===== config.mk =====
export PLATFORM = sky130hd
export DESIGN_NAME = hid_ps2_encoder
export DESIGN_NICKNAME = d
export VERILOG_FILES = /design/src/rtl/hid_ps2_encoder_pkg.sv /design/src/rtl/hid_ps2_lut.sv /design/src/rtl/hid_ps2_encoder.sv
export SDC_FILE = /design/constraint.sdc
export NUM_CORES = 1
export LEC_CHECK = 0
export ABC_AREA = 1
export BUFFER_PORTS_ARGS = -buffer_cell sky130_fd_sc_hd__buf_2
export CAP_MARGIN = 20
export CORE_ASPECT_RATIO = 1.1
export CORE_MARGIN = 2
export CORE_UTILIZATION = 45
export CTS_BUF_LIST = sky130_fd_sc_hd__clkbuf_4 sky130_fd_sc_hd__clkbuf_8
export CTS_CLUSTER_SIZE = 12
export DETAILED_ROUTE_END_ITERATION = 6
export SLEW_MARGIN = 30
export SYNTH_ARGS = -nofsm -noshare
export SYNTH_HDL_FRONTEND = slang
export SYNTH_SLANG_ARGS = --single-unit

===== constraint.sdc =====
create_clock -name clk -period 9.18 [get_ports clk]
set_clock_uncertainty 0.05 [all_clocks]
set_input_delay 0.918 -clock clk [delete_from_list [all_inputs] [get_ports clk]]
set_output_delay 0.918 -clock clk [all_outputs]
set_load 0.02 [all_outputs]

===== src/rtl/hid_ps2_encoder_pkg.sv =====
// Shared types and constants for the HID boot-report to PS/2 Set-2 scancode encoder.
package hid_ps2_pkg;

    typedef enum logic [2:0] {
        IDLE,
        MOD_REL,
        KEY_REL,
        MOD_PRS,
        KEY_PRS,
        COMMIT
    } state_e;

    typedef enum logic [1:0] {
        EM_E0,
        EM_F0,
        EM_CODE
    } emit_e;

    localparam logic [7:0] PS2_EXT      = 8'hE0;
    localparam logic [7:0] PS2_BRK      = 8'hF0;
    localparam logic [7:0] HID_ROLLOVER = 8'h01;

    // Modifier bit index -> {ext, code}
    function automatic logic [8:0] mod_code(input logic [2:0] bit_idx);
        logic [8:0] r;
        case (bit_idx)
            3'd0:    r = {1'b0, 8'h14};
            3'd1:    r = {1'b0, 8'h12};
            3'd2:    r = {1'b0, 8'h11};
            3'd3:    r = {1'b1, 8'h1F};
            3'd4:    r = {1'b1, 8'h14};
            3'd5:    r = {1'b0, 8'h59};
            3'd6:    r = {1'b1, 8'h11};
            default: r = {1'b1, 8'h27};
        endcase
        return r;
    endfunction

endpackage


===== src/rtl/hid_ps2_lut.sv =====
// Combinational ROM: HID usage (0x04..0x65) to PS/2 Set-2 make code.
module hid_ps2_lut (
    input  logic [7:0] usage_i,
    output logic       valid_o,
    output logic       ext_o,
    output logic [7:0] code_o
);

    // PrintScreen (0x46) and Pause (0x48) need multi-code sequences and are not encoded
    assign valid_o = (usage_i inside {[8'h04:8'h65]}) && (usage_i != 8'h46) && (usage_i != 8'h48);
    assign ext_o   = usage_i inside {[8'h49:8'h52], 8'h54, 8'h58, 8'h65};

    always_comb begin
        code_o = '0;
        case (usage_i)
            8'h04: code_o = 8'h1C; 8'h05: code_o = 8'h32; 8'h06: code_o = 8'h21; 8'h07: code_o = 8'h23;
            8'h08: code_o = 8'h24; 8'h09: code_o = 8'h2B; 8'h0A: code_o = 8'h34; 8'h0B: code_o = 8'h33;
            8'h0C: code_o = 8'h43; 8'h0D: code_o = 8'h3B; 8'h0E: code_o = 8'h42; 8'h0F: code_o = 8'h4B;
            8'h10: code_o = 8'h3A; 8'h11: code_o = 8'h31; 8'h12: code_o = 8'h44; 8'h13: code_o = 8'h4D;
            8'h14: code_o = 8'h15; 8'h15: code_o = 8'h2D; 8'h16: code_o = 8'h1B; 8'h17: code_o = 8'h2C;
            8'h18: code_o = 8'h3C; 8'h19: code_o = 8'h2A; 8'h1A: code_o = 8'h1D; 8'h1B: code_o = 8'h22;
            8'h1C: code_o = 8'h35; 8'h1D: code_o = 8'h1A; 8'h1E: code_o = 8'h16; 8'h1F: code_o = 8'h1E;
            8'h20: code_o = 8'h26; 8'h21: code_o = 8'h25; 8'h22: code_o = 8'h2E; 8'h23: code_o = 8'h36;
            8'h24: code_o = 8'h3D; 8'h25: code_o = 8'h3E; 8'h26: code_o = 8'h46; 8'h27: code_o = 8'h45;
            8'h28: code_o = 8'h5A; 8'h29: code_o = 8'h76; 8'h2A: code_o = 8'h66; 8'h2B: code_o = 8'h0D;
            8'h2C: code_o = 8'h29; 8'h2D: code_o = 8'h4E; 8'h2E: code_o = 8'h55; 8'h2F: code_o = 8'h54;
            8'h30: code_o = 8'h5B; 8'h31: code_o = 8'h5D; 8'h32: code_o = 8'h5D; 8'h33: code_o = 8'h4C;
            8'h34: code_o = 8'h52; 8'h35: code_o = 8'h0E; 8'h36: code_o = 8'h41; 8'h37: code_o = 8'h49;
            8'h38: code_o = 8'h4A; 8'h39: code_o = 8'h58; 8'h3A: code_o = 8'h05; 8'h3B: code_o = 8'h06;
            8'h3C: code_o = 8'h04; 8'h3D: code_o = 8'h0C; 8'h3E: code_o = 8'h03; 8'h3F: code_o = 8'h0B;
            8'h40: code_o = 8'h83; 8'h41: code_o = 8'h0A; 8'h42: code_o = 8'h01; 8'h43: code_o = 8'h09;
            8'h44: code_o = 8'h78; 8'h45: code_o = 8'h07; 8'h47: code_o = 8'h7E; 8'h49: code_o = 8'h70;
            8'h4A: code_o = 8'h6C; 8'h4B: code_o = 8'h7D; 8'h4C: code_o = 8'h71; 8'h4D: code_o = 8'h69;
            8'h4E: code_o = 8'h7A; 8'h4F: code_o = 8'h74; 8'h50: code_o = 8'h6B; 8'h51: code_o = 8'h72;
            8'h52: code_o = 8'h75; 8'h53: code_o = 8'h77; 8'h54: code_o = 8'h4A; 8'h55: code_o = 8'h7C;
            8'h56: code_o = 8'h7B; 8'h57: code_o = 8'h79; 8'h58: code_o = 8'h5A; 8'h59: code_o = 8'h69;
            8'h5A: code_o = 8'h72; 8'h5B: code_o = 8'h7A; 8'h5C: code_o = 8'h6B; 8'h5D: code_o = 8'h73;
            8'h5E: code_o = 8'h74; 8'h5F: code_o = 8'h6C; 8'h60: code_o = 8'h75; 8'h61: code_o = 8'h7D;
            8'h62: code_o = 8'h70; 8'h63: code_o = 8'h71; 8'h64: code_o = 8'h61; 8'h65: code_o = 8'h2F;
            default: code_o = '0;
        endcase
    end

endmodule


===== src/rtl/hid_ps2_encoder.sv =====
// Diffs each HID boot-keyboard report against the last one and streams PS/2 Set-2
// break/make sequences one byte per strobe, honouring sc_ready and a minimum byte gap.
module hid_ps2_encoder
    import hid_ps2_pkg::*;
#(
    parameter int unsigned BYTE_GAP = 4
) (
    input  logic       clk,
    input  logic       reset,
    input  logic       report_upd,
    input  logic [7:0] kb_status,
    input  logic [7:0] kb_dat0,
    input  logic [7:0] kb_dat1,
    input  logic [7:0] kb_dat2,
    input  logic [7:0] kb_dat3,
    input  logic [7:0] kb_dat4,
    input  logic [7:0] kb_dat5,
    input  logic       sc_ready,
    output logic [7:0] kb_scancode,
    output logic       kb_scancode_upd,
    output logic       busy,
    output logic       overrun
);

    state_e          state_q, state_d;
    emit_e           em_q, em_d;
    logic            em_active_q, em_active_d, em_brk_q, em_brk_d;
    logic [7:0]      em_code_q, em_code_d;
    logic [2:0]      idx_q, idx_d;
    logic [7:0]      gap_q, gap_d;
    logic [7:0]      cur_mod_q, cur_mod_d, prev_mod_q, prev_mod_d, pend_mod_q, pend_mod_d;
    logic [5:0][7:0] cur_key_q, cur_key_d, prev_key_q, prev_key_d, pend_key_q, pend_key_d;
    logic            pend_valid_q, pend_valid_d, overrun_q, overrun_d;

    logic [5:0][7:0] in_key, ref_key, oth_key;
    logic [7:0]      sel_key, lut_code, cand_code;
    logic [8:0]      mod_ec;
    logic            lut_valid, lut_ext, dup_lower, in_other, rollover;
    logic            cand_hit, cand_ext, cand_brk, gap_ok;

    assign in_key  = {kb_dat5, kb_dat4, kb_dat3, kb_dat2, kb_dat1, kb_dat0};
    assign ref_key = (state_q == KEY_REL) ? prev_key_q : cur_key_q;
    assign oth_key = (state_q == KEY_REL) ? cur_key_q : prev_key_q;
    assign sel_key = ref_key[idx_q];
    assign mod_ec  = mod_code(idx_q);
    assign gap_ok  = gap_q >= 8'(BYTE_GAP);
    assign busy    = (state_q != IDLE);
    assign overrun = overrun_q;

    hid_ps2_lut u_lut (
        .usage_i (sel_key),
        .valid_o (lut_valid),
        .ext_o   (lut_ext),
        .code_o  (lut_code)
    );

    always_comb begin
        dup_lower = 1'b0;
        in_other  = 1'b0;
        rollover  = 1'b1;
        for (int unsigned j = 0; j < 6; j++) begin
            if ((3'(j) < idx_q) && (ref_key[j] == sel_key)) dup_lower = 1'b1;
            if (oth_key[j] == sel_key) in_other = 1'b1;
            if (cur_key_q[j] != HID_ROLLOVER) rollover = 1'b0;
        end
    end

    always_comb begin
        state_d = state_q;     em_d = em_q;               em_active_d = em_active_q;
        em_brk_d = em_brk_q;   em_code_d = em_code_q;     idx_d = idx_q;
        cur_mod_d = cur_mod_q; cur_key_d = cur_key_q;     prev_mod_d = prev_mod_q;
        prev_key_d = prev_key_q; pend_mod_d = pend_mod_q; pend_key_d = pend_key_q;
        pend_valid_d = pend_valid_q; overrun_d = overrun_q;
        gap_d = (gap_q == '1) ? gap_q : gap_q + 8'd1;
        cand_hit = 1'b0; cand_ext = 1'b0; cand_brk = 1'b0; cand_code = '0;
        kb_scancode_upd = 1'b0;
        kb_scancode = '0;

        if (report_upd && (state_q != IDLE)) begin
            pend_valid_d = 1'b1;
            pend_mod_d   = kb_status;
            pend_key_d   = in_key;
            if (pend_valid_q) overrun_d = 1'b1;
        end

        if (em_active_q) begin
            if (sc_ready && gap_ok) begin
                kb_scancode_upd = 1'b1;
                gap_d = 8'd1;
                case (em_q)
                    EM_E0: begin kb_scancode = PS2_EXT; em_d = em_brk_q ? EM_F0 : EM_CODE; end
                    EM_F0: begin kb_scancode = PS2_BRK; em_d = EM_CODE; end
                    default: begin kb_scancode = em_code_q; em_active_d = 1'b0; end
                endcase
            end
        end else begin
            case (state_q)
                IDLE: begin
                    // A queued report is older than one arriving now, so it is scanned first
                    if (pend_valid_q) begin
                        cur_mod_d = pend_mod_q; cur_key_d = pend_key_q;
                        pend_valid_d = 1'b0; state_d = MOD_REL; idx_d = '0;
                        if (report_upd) begin
                            pend_valid_d = 1'b1; pend_mod_d = kb_status; pend_key_d = in_key;
                        end
                    end else if (report_upd) begin
                        cur_mod_d = kb_status; cur_key_d = in_key;
                        state_d = MOD_REL; idx_d = '0;
                    end
                end
                MOD_REL: begin
                    if (rollover) state_d = IDLE;
                    else begin
                        cand_hit = prev_mod_q[idx_q] & ~cur_mod_q[idx_q];
                        {cand_ext, cand_code} = mod_ec; cand_brk = 1'b1;
                        if (idx_q == 3'd7) begin state_d = KEY_REL; idx_d = '0; end
                        else idx_d = idx_q + 3'd1;
                    end
                end
                KEY_REL: begin
                    cand_hit = (sel_key != '0) && !dup_lower && !in_other && lut_valid;
                    cand_ext = lut_ext; cand_code = lut_code; cand_brk = 1'b1;
                    if (idx_q == 3'd5) begin state_d = MOD_PRS; idx_d = '0; end
                    else idx_d = idx_q + 3'd1;
                end
                MOD_PRS: begin
                    cand_hit = ~prev_mod_q[idx_q] & cur_mod_q[idx_q];
                    {cand_ext, cand_code} = mod_ec;
                    if (idx_q == 3'd7) begin state_d = KEY_PRS; idx_d = '0; end
                    else idx_d = idx_q + 3'd1;
                end
                KEY_PRS: begin
                    cand_hit = (sel_key != '0) && !dup_lower && !in_other && lut_valid;
                    cand_ext = lut_ext; cand_code = lut_code;
                    if (idx_q == 3'd5) begin state_d = COMMIT; idx_d = '0; end
                    else idx_d = idx_q + 3'd1;
                end
                COMMIT: begin
                    prev_mod_d = cur_mod_q; prev_key_d = cur_key_q; state_d = IDLE;
                end
                default: state_d = IDLE;
            endcase
            if (cand_hit) begin
                em_active_d = 1'b1; em_brk_d = cand_brk; em_code_d = cand_code;
                em_d = cand_ext ? EM_E0 : (cand_brk ? EM_F0 : EM_CODE);
            end
        end
    end

    always_ff @(posedge clk or negedge reset) begin
        if (!reset) begin
            state_q <= IDLE;      em_q <= EM_E0;         em_active_q <= 1'b0;
            em_brk_q <= 1'b0;     em_code_q <= '0;       idx_q <= '0;
            gap_q <= '1;          cur_mod_q <= '0;       cur_key_q <= '0;
            prev_mod_q <= '0;     prev_key_q <= '0;      pend_mod_q <= '0;
            pend_key_q <= '0;     pend_valid_q <= 1'b0;  overrun_q <= 1'b0;
        end else begin
            state_q <= state_d;   em_q <= em_d;          em_active_q <= em_active_d;
            em_brk_q <= em_brk_d; em_code_q <= em_code_d; idx_q <= idx_d;
            gap_q <= gap_d;       cur_mod_q <= cur_mod_d; cur_key_q <= cur_key_d;
            prev_mod_q <= prev_mod_d; prev_key_q <= prev_key_d; pend_mod_q <= pend_mod_d;
            pend_key_q <= pend_key_d; pend_valid_q <= pend_valid_d; overrun_q <= overrun_d;
        end
    end

endmodule


==> metrics.csv <==
stage;metric;value;unit
status;status;finished clean;
worst_setup_path;critPathTopFamily;simple AND/OR/NAND/NOR gates;
floorplanning;die_height;186.5;um
cells_and_area;final_nets;2095;
clocking;cts_resized;0;
detailed_routing;viasPerCell;5.547;
detailed_routing;firstDrtPassIters;6;
grt;grt_pass1_vias;12781;
cells_and_area;fin_cells;2402;
cells_and_area;final_layout_size_suffix_gt1_frac;0.09270;
place;port_buffers;70;
synth;synth_edf_count;0;
clocking;max-clock-path-buffers;2;
worst_setup_path;worstPathArrival;5.40;ns
worst_setup_path;crit_chain;inv_2 > nand3_4 > buf_4 > nand2_1 > o21ai_1 > nor2_1 > nor2_4 > nand3_4 > inv_1 > ha_1 > or2_2 > o21ai_0 > inv_1 > nand2_1 > o22ai_1 > nand2_1 > nand2_1 > nand2_1 > nand2_1 > nand3_1 > nand2_1;
worst_setup_path;worstSetupStartpoint;state_q[2];
synth;async_flop_share;1.000;
synth;postSynthCellCount;2020;
synth;synth_top_area_frac;0.3451;
place;placed_cells;2371;
grt;track_usage;0.2827;
worst_setup_path;start_kind;flip-flop;
timing;period_share;0.5474;
floorplanning;rows;66;
grt;grt_pass1_wl;70110;um
synth;ys.flop_type;dfrtp_1;
clocking;clkTransAtPathRegs;0.12;ns
timing;hold_viol;0;
clocking;holdBufCountCts;0;
clocking;cts_setup_buffers;0;
flow_run;max_cap_violations;0;
worst_setup_path;crit_top_cell;nand2_1;
timing;slew_violations;0;
synth;synth.avg_cell_area;6.748;um^2
worst_setup_path;critical-path-max-stage-delay;0.72;ns
synth;synth-warning-count;0;
clocking;clk_latency;0.49;ns
synth;ys_seq_elements;196;
worst_setup_path;crit_path_top_delay_cell;buf_4;
place;preCtsSetupSlack;4.272;ns
detailed_routing;routedWlPerCell;18.10;um
timing;timing.final.ws_setup;4.155;ns
place;gp_congestion;0.9325;
worst_hold_path;hold_path_class;in -> async;
clocking;h-tree-depth;4;
synth;synth_area_leaders;dfrtp_1, nand2_1, o21ai_0;
detailed_routing;routed_wl;43490;um
grt;grt_max_degree;111;
worst_setup_path;worstReg2RegStart;state_q[2];
cells_and_area;final_cell_mix;nand2_1, inv_1, o21ai_0;
detailed_routing;met3_length;2186;um
worst_setup_path;worstPathRequired;9.56;ns
clocking;cts_tree;done;
worst_setup_path;critPathCaptureType;flip-flop;
place;hpwl;31650;um
clocking;cts_root_buf;clkbuf_8;
grt;antenna_found_initial;0;
worst_setup_path;cp.buffers_inverters;4;
detailed_routing;wl_met2;19570;um
timing;tns;0;ns
worst_setup_path;r2r-end;em_code_q[6];
cells_and_area;n_antenna_cell;0;
floorplanning;dieArea;0.03170;mm^2
clocking;numCtsBuffers;17;
timing;setup_viol;0;
synth;syn_area;0.01363;mm^2
timing;maxSlewHeadroom;0.4557;
clocking;cts_num_sinks;196;
worst_setup_path;critical_path_class;reg -> reg;
synth;synth_area_leader_cell;dfrtp_1;
timing;fmax;199.0;MHz
detailed_routing;wl_met1;19390;um
timing;fin_crit;5.025;ns
timing;tightestPinTransition;0.8155;ns
detailed_routing;drc;0;
floorplanning;chipWidth;169.9;um
detailed_routing;routed.top_layer;met4;
detailed_routing;postRouteAntennaNets;0;
detailed_routing;via_count;13325;
cells_and_area;final_core_util;0.4889;
worst_setup_path;cp_num_cells;21;
synth;ys_types;47;
timing;rsz0062_at_grt;false;
worst_setup_path;r2r_slack;4.15;ns
cells_and_area;final_common_cell;nand2_1;
cells_and_area;syn_to_final_growth;6.637;%
floorplanning;ioPinCount;71;
worst_setup_path;reg2regPathDepth;21;
floorplanning;core_area;0.02973;mm^2
synth;synth-seq-area-share;0.3606;
synth;syn_nets;2099;
detailed_routing;drt-initial-drc-count;1304;
grt;grt_overflow;0;
worst_setup_path;worstPathMaxFanout;86;
floorplanning;initial_core_util;0.4585;
cell usage after synthesis (all sizes together), types with 2 or more instances:
cell type    n
nand2      607
inv        268
o21ai      207
dfrtp      188
nor2       144
nand3      128
a21oi       82
o211ai      68
clkbuf      63
nand4       59
buf         45
a31oi       34
xor2        31
ha          19
o21a        19
nor4        10
nor3         9
dfstp        8
and2         4
or2          4
a211oi       3
a22oi        3
xnor2        3
clkinv       2
nand3b       2
o2111ai      2
layout make-up:
cell class                 count  area [um^2]
fill                        3081        15190
tap                          374        467.9
sequential                   196         4916
multi-input combinational   1446         7217
timing repair buffer          85        483.0
clock buffer                  20        275.3
clock inverter                11        162.7
inverter                     270         1013
kinds of logic after synthesis:
logic type | after synthesis | share of synthesized area
simple gates | 968 | 0.3081
flops | 196 | 0.3606
buf+inv | 378 | 0.1129
compound gates | 425 | 0.1792
xor+xnor | 34 | 0.02185
fa+ha+maj | 19 | 0.01744
stage by stage:
step	hold slack (ns)	instance area (um^2)
after floorplan	0.3978	13630
after global placement	0.4011	14070
after detailed placement	0.4051	14080
after CTS	0.3222	14520
after global routing	0.3489	14540
final	0.3255	14540
routing by layer:
layer,track usage,up-vias
met5,0,-
met4,0.1407,0
met3,0.03648,133
met2,0.4488,465
met1,0.3802,6167
li1,-,6560
how the worst max path moves through the flow:
| stage | endpoint | slack [ns] |
|---|---|---|
| 6_report | em_code_q[6] | 4.15 |
| 5_1_grt | em_code_q[6] | 3.68 |
| 4_1_cts | em_code_q[2] | 4.25 |
| 3_5_place_dp | em_code_q[2] | 4.27 |
| 3_3_place_gp | em_code_q[6] | 4.17 |
| 2_1_floorplan | kb_scancode[0] | 5.95 |
worst register-to-register path: cells and delay by family (launching register included):
kind / cells / cell delay, ns
AOI/OAI and AO/OA: 3 / 0.53
and+or+nand+nor: 13 / 1.99
adders and majority gates: 1 / 0.31
DFF: 1 / 0.46
buffers and inverters: 4 / 1.64
Power is left out: the tool's default activity adds up to more than one toggle a clock period on the data nets, which glitch-free logic cannot reach.
